[src/rtl/byte_serial_add_ctrl.sv]
// -----------------------------------------------------------------------------
// byte_serial_add_ctrl
//
// Purpose:
//   Sequencer around an external WIDTH-bit ripple-carry adder. It accepts a
//   multi-byte addition as a stream of operand byte pairs, least-significant
//   byte first. The carry is chained between bytes in a carry register. Each
//   sum byte is placed on an output stream, and the packet carry-out is
//   flagged on the last byte.
//
//   Pipeline:
//     stage 1 : operand register (op_*), which drives the adder
//     stage 2 : output register (out_*)
//
// Optional feature (macro BSAC_OVF_EN):
//   When defined, the block adds the output out_ovf. This flag reports the
//   signed two's-complement overflow of the whole packet. It is registered on
//   the last byte only and is 0 on all other bytes.
//
// Ports:
//   clk        in   clock; all logic runs on the rising edge
//   rst_n      in   synchronous active-low reset
//   in_valid   in   operand byte pair valid
//   in_ready   out  block can accept an operand byte pair (0 during reset)
//   in_a/in_b  in   operand bytes
//   in_first   in   first (least-significant) byte of a packet
//   in_last    in   last (most-significant) byte of a packet
//   in_cin     in   packet carry-in, used only with in_first
//   add_a/b    out  adder operands
//   add_cin    out  adder carry-in
//   add_sum    in   adder sum
//   add_cout   in   adder carry-out
//   out_valid  out  result byte valid
//   out_ready  in   downstream accepts the result byte
//   out_sum    out  result byte
//   out_last   out  last byte of the result packet
//   out_cout   out  packet carry-out; non-zero only when out_last=1
//   out_idx    out  byte index within the packet
//   out_ovf    out  signed overflow on the last byte (BSAC_OVF_EN only)
//   err        out  sticky protocol/length error
//   err_clr    in   clears err; a simultaneous error set wins
//   dbg_state  out  current FSM state (0 = IDLE, 1 = BUSY)
//
// Handshake semantics (both streams):
//   A transfer happens on a rising edge where valid && ready. Once a producer
//   raises valid, it holds valid and its data stable until the transfer.
//   While out_valid=1 and out_ready=0, every out_* signal holds stable.
// -----------------------------------------------------------------------------
module byte_serial_add_ctrl #(
  parameter int WIDTH     = 8,
  parameter int MAX_BYTES = 16
) (
  input  logic                         clk,
  input  logic                         rst_n,
  // operand stream
  input  logic                         in_valid,
  output logic                         in_ready,
  input  logic [WIDTH-1:0]             in_a,
  input  logic [WIDTH-1:0]             in_b,
  input  logic                         in_first,
  input  logic                         in_last,
  input  logic                         in_cin,
  // adder interface
  output logic [WIDTH-1:0]             add_a,
  output logic [WIDTH-1:0]             add_b,
  output logic                         add_cin,
  input  logic [WIDTH-1:0]             add_sum,
  input  logic                         add_cout,
  // result stream
  output logic                         out_valid,
  input  logic                         out_ready,
  output logic [WIDTH-1:0]             out_sum,
  output logic                         out_last,
  output logic                         out_cout,
  output logic [$clog2(MAX_BYTES)-1:0] out_idx,
`ifdef BSAC_OVF_EN
  output logic                         out_ovf,
`endif
  // error and debug
  output logic                         err,
  input  logic                         err_clr,
  output logic                         dbg_state
);

  localparam int IDXW = $clog2(MAX_BYTES);
  localparam logic [IDXW-1:0] LAST_IDX = IDXW'(MAX_BYTES - 1);

  typedef enum logic {
    S_IDLE = 1'b0,
    S_BUSY = 1'b1
  } state_t;

  // FSM
  state_t            r_state;
  state_t            w_state_nxt;

  // stage 1: operand register
  logic              r_op_valid;
  logic [WIDTH-1:0]  r_op_a;
  logic [WIDTH-1:0]  r_op_b;
  logic              r_op_first;
  logic              r_op_last;
  logic              r_op_cin;
  logic [IDXW-1:0]   r_op_idx;

  // inter-byte carry
  logic              r_carry;

  // stage 2: output register
  logic              r_out_valid;
  logic [WIDTH-1:0]  r_out_sum;
  logic              r_out_last;
  logic              r_out_cout;
  logic [IDXW-1:0]   r_out_idx;

  logic              r_err;

  // handshake and per-byte decode
  logic              w_advance;
  logic              w_in_xfer;
  logic              w_out_xfer;
  logic              w_set_err;
  logic              w_first;
  logic              w_last;
  logic              w_cin;
  logic [IDXW-1:0]   w_idx;

  // ---------------------------------------------------------------------------
  // Handshake
  // ---------------------------------------------------------------------------
  // Stage 1 moves into stage 2 when stage 2 is empty or is being drained in
  // this same cycle.
  assign w_advance  = r_op_valid && (!r_out_valid || out_ready);
  // Stage 1 can take a new byte when it is empty or when it is moving on.
  // rst_n gates this signal so nothing is accepted during reset.
  assign in_ready   = rst_n && (!r_op_valid || w_advance);
  assign w_in_xfer  = in_valid && in_ready;
  assign w_out_xfer = r_out_valid && out_ready;

  // ---------------------------------------------------------------------------
  // Adder drive: driven only from stage-1 registers.
  // ---------------------------------------------------------------------------
  assign add_a   = r_op_a;
  assign add_b   = r_op_b;
  assign add_cin = r_op_first ? r_op_cin : r_carry;

  // ---------------------------------------------------------------------------
  // FSM next state and decode of the byte being accepted.
  // r_op_idx always holds the index of the most recently accepted byte.
  // Stage 1 loads only on an input transfer, so r_op_idx is the predecessor
  // of the byte now being accepted.
  // ---------------------------------------------------------------------------
  always_comb begin
    w_state_nxt = r_state;
    w_first     = 1'b1;
    w_last      = in_last;
    w_cin       = 1'b0;
    w_idx       = '0;
    w_set_err   = 1'b0;

    if (w_in_xfer) begin
      case (r_state)
        S_IDLE: begin
          // A packet has to open with in_first. If it does not, the byte
          // is flagged and still used as a first byte, with carry-in 0.
          if (in_first) begin
            w_cin = in_cin;
          end else begin
            w_set_err = 1'b1;
          end
        end
        S_BUSY: begin
          if (in_first) begin
            // Restart. The previous packet is abandoned without a last byte.
            w_set_err = 1'b1;
            w_cin     = in_cin;
          end else begin
            w_first = 1'b0;
            w_idx   = r_op_idx + IDXW'(1);
          end
        end
        default: begin
          w_set_err = 1'b0;
        end
      endcase

      // Length limit: the final index slot must close the packet.
      if ((w_idx == LAST_IDX) && !in_last) begin
        w_set_err = 1'b1;
        w_last    = 1'b1;
      end

      w_state_nxt = w_last ? S_IDLE : S_BUSY;
    end
  end

  always_ff @(posedge clk) begin
    if (!rst_n) begin
      r_state <= S_IDLE;
    end else begin
      r_state <= w_state_nxt;
    end
  end

  // ---------------------------------------------------------------------------
  // Stage 1: operand register
  // ---------------------------------------------------------------------------
  always_ff @(posedge clk) begin
    if (!rst_n) begin
      r_op_valid <= 1'b0;
      r_op_a     <= '0;
      r_op_b     <= '0;
      r_op_first <= 1'b0;
      r_op_last  <= 1'b0;
      r_op_cin   <= 1'b0;
      r_op_idx   <= '0;
    end else if (w_in_xfer) begin
      r_op_valid <= 1'b1;
      r_op_a     <= in_a;
      r_op_b     <= in_b;
      r_op_first <= w_first;
      r_op_last  <= w_last;
      r_op_cin   <= w_cin;
      r_op_idx   <= w_idx;
    end else if (w_advance) begin
      r_op_valid <= 1'b0;
    end
  end

  // ---------------------------------------------------------------------------
  // Stage 2: output register and carry chain
  // ---------------------------------------------------------------------------
  always_ff @(posedge clk) begin
    if (!rst_n) begin
      r_out_valid <= 1'b0;
      r_out_sum   <= '0;
      r_out_last  <= 1'b0;
      r_out_cout  <= 1'b0;
      r_out_idx   <= '0;
      r_carry     <= 1'b0;
    end else if (w_advance) begin
      r_out_valid <= 1'b1;
      r_out_sum   <= add_sum;
      r_out_last  <= r_op_last;
      r_out_cout  <= r_op_last ? add_cout : 1'b0;
      r_out_idx   <= r_op_idx;
      // The carry register is cleared on a last byte, so no carry leaks
      // into the next packet.
      r_carry     <= r_op_last ? 1'b0 : add_cout;
    end else if (w_out_xfer) begin
      r_out_valid <= 1'b0;
    end
  end

`ifdef BSAC_OVF_EN
  // Signed overflow of the whole packet. It depends only on the sign bits of
  // the most-significant byte, so it is evaluated on the last byte.
  logic r_out_ovf;
  logic w_ovf;

  assign w_ovf = (r_op_a[WIDTH-1] == r_op_b[WIDTH-1]) &&
                 (add_sum[WIDTH-1] != r_op_a[WIDTH-1]);

  always_ff @(posedge clk) begin
    if (!rst_n) begin
      r_out_ovf <= 1'b0;
    end else if (w_advance) begin
      r_out_ovf <= r_op_last ? w_ovf : 1'b0;
    end
  end

  assign out_ovf = r_out_ovf;
`endif

  // ---------------------------------------------------------------------------
  // Sticky error: a set beats a simultaneous clear.
  // ---------------------------------------------------------------------------
  always_ff @(posedge clk) begin
    if (!rst_n) begin
      r_err <= 1'b0;
    end else if (w_set_err) begin
      r_err <= 1'b1;
    end else if (err_clr) begin
      r_err <= 1'b0;
    end
  end

  assign out_valid = r_out_valid;
  assign out_sum   = r_out_sum;
  assign out_last  = r_out_last;
  assign out_cout  = r_out_cout;
  assign out_idx   = r_out_idx;
  assign err       = r_err;
  assign dbg_state = r_state;

endmodule

[config.mk]
export PLATFORM = sky130hd
export DESIGN_NAME = byte_serial_add_ctrl
export DESIGN_NICKNAME = d
export VERILOG_FILES = /design/src/rtl/byte_serial_add_ctrl.sv
export SDC_FILE = /design/constraint.sdc
export NUM_CORES = 1
export LEC_CHECK = 0
export CAP_MARGIN = 20
export CORE_ASPECT_RATIO = 0.75
export CORE_MARGIN = 2
export CORE_UTILIZATION = 45
export CTS_BUF_LIST = sky130_fd_sc_hd__clkbuf_8
export CTS_CLUSTER_DIAMETER = 80
export CTS_CLUSTER_SIZE = 8
export DETAILED_ROUTE_END_ITERATION = 10
export GPL_TIMING_DRIVEN = 0
export PLACE_DENSITY = 0.93
export SLEW_MARGIN = 20
export SYNTH_ARGS = -nofsm -noshare
export SYNTH_HDL_FRONTEND = slang
export SYNTH_SLANG_ARGS = --single-unit
[constraint.sdc]
create_clock -name clk -period 1.72 [get_ports clk]
set_clock_uncertainty 0.2 [all_clocks]
set_input_delay 0.258 -clock clk [delete_from_list [all_inputs] [get_ports clk]]
set_output_delay 0.258 -clock clk [all_outputs]
set_load 0.1 [all_outputs]
==> flow_summary.json <==
{
  "rsz0062_at_grt": "true",
  "cts_tree": "done",
  "worst_ep_required_time_ps": 1260,
  "cts_root_buffer": "clkbuf_8",
  "yosysTopAreaCellShare_pct": 47.06,
  "ys_top_cells_by_count": "dfxtp_1 (42), nand3_1 (32), o21ai_0 (26)",
  "slowest_stage": "dfxtp_4",
  "violations": "negative setup slack",
  "rr_endpoint": "r_op_last",
  "min_to": "add_a[0]",
  "fin_crit_ps": 1722,
  "ys_warn_count": 0,
  "grt_usage_pct": 23.12,
  "drc": 0,
  "finalSetupViolCount": 1,
  "r2r_start": "r_op_idx[1]",
  "synth_seq_cells": 42,
  "antenna_found_initial": 0,
  "slew_headroom_pct": 62.61,
  "crit_buf_inv": 2,
  "switchingPower_uw": 828.9,
  "synth.area.top_cells": "dfxtp_1 (47%), nand3_1 (9.0%), o21ai_0 (7.3%)",
  "core_area_sq_um": 3732,
  "path_class": "reg2out",
  "timing.hold.ws_ps": 87.99,
  "synth_edf_count": 0,
  "critPathTopFamily": "flip-flops",
  "cts_hold_buffers": 0,
  "p_comb_share_pct": 26.3,
  "die_h_microns": 58.57,
  "max_freq_mhz": 580.6,
  "io_pins": 68,
  "n_antenna_cell": 0,
  "holdCritStartpoint": "rst_n",
  "ant_nets": 0,
  "peakVddDrop_v": 0.0006980,
  "dpl_worst_slack_ps": -1066,
  "synth.most_common_cell": "dfxtp_1",
  "netlist_instances": 203,
  "wl_per_cell_microns": 16.20,
  "vias": 1875,
  "layout-drive-gt1-share_pct": 26.60,
  "ys_seq_area_share_pct": 47.06,
  "holdPathStages": 3,
  "viasPerCell": 5.614,
  "ys_async_sr_fraction_pct": 0,
  "grt_pass1_wl_mm": 8.321,
  "arrival_ps": 1260,
  "fin_crit_sh_pct": 100.1,
  "cts_buffers": 5,
  "synthFlopType": "dfxtp_1",
  "start_util_pct": 47.87,
  "worstMarginPinSlew_ps": 563.4,
  "r2r_cells": 4,
  "cts.sinks": 42,
  "status": "finished, violations left",
  "setup_slack_ps": -2.309,
  "ys_types": 36,
  "cts_max_path_buffers": 2,
  "grt_overflow_total": 0,
  "cts-htree-levels": 2,
  "crit_fanout": 7,
  "power.leakage_nw": 1.024,
  "drt-total-wl_mm": 5.412,
  "path_clk_slew_ps": 80,
  "die_area_sq_um": 4496,
  "min_path_type": "in2reg",
  "die_x_microns": 76.76,
  "max_cap_viol_count": 0,
  "slew_violations": 0,
  "synth_area_sq_um": 1787,
  "synth_nets": 238,
  "fin_nets": 316,
  "grt_max_degree": 14,
  "crit_path_cell_trace": "and3b_1 -> buf_6 -> nor2_4 -> buf_12",
  "start_kind": "flop",
  "clock_power_share_pct": 31.0,
  "powerDensity_nw_per_um2": 906.3,
  "r2r_slack_ps": 10,
  "netSwitchingFraction_pct": 33.65,
  "internal-power_mw": 1.634,
  "endpoint_kind": "primary output",
  "synth_top_area_cell": "dfxtp_1",
  "final-hold-violation-count": 0,
  "crit_start": "r_op_valid",
  "rows": 19,
  "syn2layout_area_growth_pct": 52.10,
  "first_iter_violations": 164,
  "io_buffers": 66,
  "seqPwrFrac_pct": 42.7,
  "firstDrtPassIters": 4,
  "hpwlAfterDp_mm": 3.571,
  "cpPeakStageDelay_ps": 360,
  "syn_area_per_cell_sq_um": 8.802,
  "insertion_delay_ps": 290,
  "grt_pass1_vias": 1781,
  "gp_congestion": 0.8181
}
==> layer usage <==
layer	global-route usage, %	up-vias	wire length (microns)
met4	10.65	0	149
met3	5.675	19	298
met2	39.60	82	2736
met1	28.05	895	2227
met5	0	-	0
li1	-	879	-
==> kinds of logic (layout without fill, tap and decap cells) <==
family	count (synthesis)	after routing	share of synthesized area (%)
and+or+nand+nor	72	72	21.36
DFF	42	42	47.06
adders and majority gates	2	2	1.400
buffers and inverters	22	101	7.283
muxes	1	1	0.6302
xor gates and xnor gates	2	2	0.9806
AOI/OAI and AO/OA	62	62	21.29
==> layout make-up <==
cell class,count,area (sq um)
well taps,52,65.06
clock inverters,3,40.04
repair buffers,72,747.0
inverters,5,18.77
fillers,276,1015
clock buffers,5,68.82
plain buffers,16,100.1
flip-flops and latches,42,848.3
multi-input cells,139,829.5
==> cells in the final DEF, fill, tap and decap left out, drive strengths merged, types with 2 or more instances in the layout <==
cell / instances
dfxtp: 42
o21ai: 35
nand3: 32
clkdlybuf4s15: 32
clkdlybuf4s50: 30
nand2: 21
a21oi: 18
buf: 18
clkbuf: 12
inv: 5
nand4: 4
nor2: 4
o211ai: 3
xor2: 2
nand4b: 2
ha: 2
clkinv: 2
o22ai: 2
==> through the flow <==
step / cell area (sq um) / util, % / power (mW) / TNS (ps) / instances
after floorplan: 1797 / - / 1.523 / -123.2 / 203
after global placement: 2522 / 67.58 / 1.710 / -9881 / 321
after detailed placement: 2522 / 67.58 / 1.721 / -11650 / 321
after CTS: 2679 / 71.77 / 2.457 / -74.16 / 329
after global routing: 2718 / 72.81 / 2.537 / -449.4 / 334
final: 2718 / 72.81 / 2.463 / -2.309 / 334
==> worst max path at each step <==
stage | depth (start not counted) | end
floorplan | 3 | in_ready
detailed placement | 5 | in_ready
finish | 4 | in_ready
global route | 4 | r_op_last
CTS | 5 | in_ready
global placement | 5 | in_ready
==> tightest hold or removal path: stages <==
cell,delay (ps)
buf_2,150
nand2_1,70
o21ai_0,60
==> registers in the layout (all words and copies together) (netlist names), 4 cells and up <==
name,flops
add_b,8
out_idx,4
out_sum,8
add_a,8
r_op_idx,4
==> power groups by stage <==
| stage | logic, mW | clock network (mW) | registers (mW) |
|---|---|---|---|
| after floorplan | 0.147 | 0 | 1.38 |
| after global routing | 0.676 | 0.804 | 1.06 |
| after global placement | 0.640 | 0 | 1.07 |
| after detailed placement | 0.649 | 0 | 1.07 |
| after CTS | 0.642 | 0.766 | 1.05 |
| final | 0.649 | 0.763 | 1.05 |
==> timing repair <==
| action | 4_1_cts | 5_1_grt |
|---|---|---|
| resized for setup | 115 | 6 |
| cloned | 0 | 0 |
| buffers inserted | 0 | 6 |
| endpoints found under the setup margin | 35 | 5 |
| pin swaps | 1 | 1 |
No activity file was read; power rests on OpenSTA's default activity.
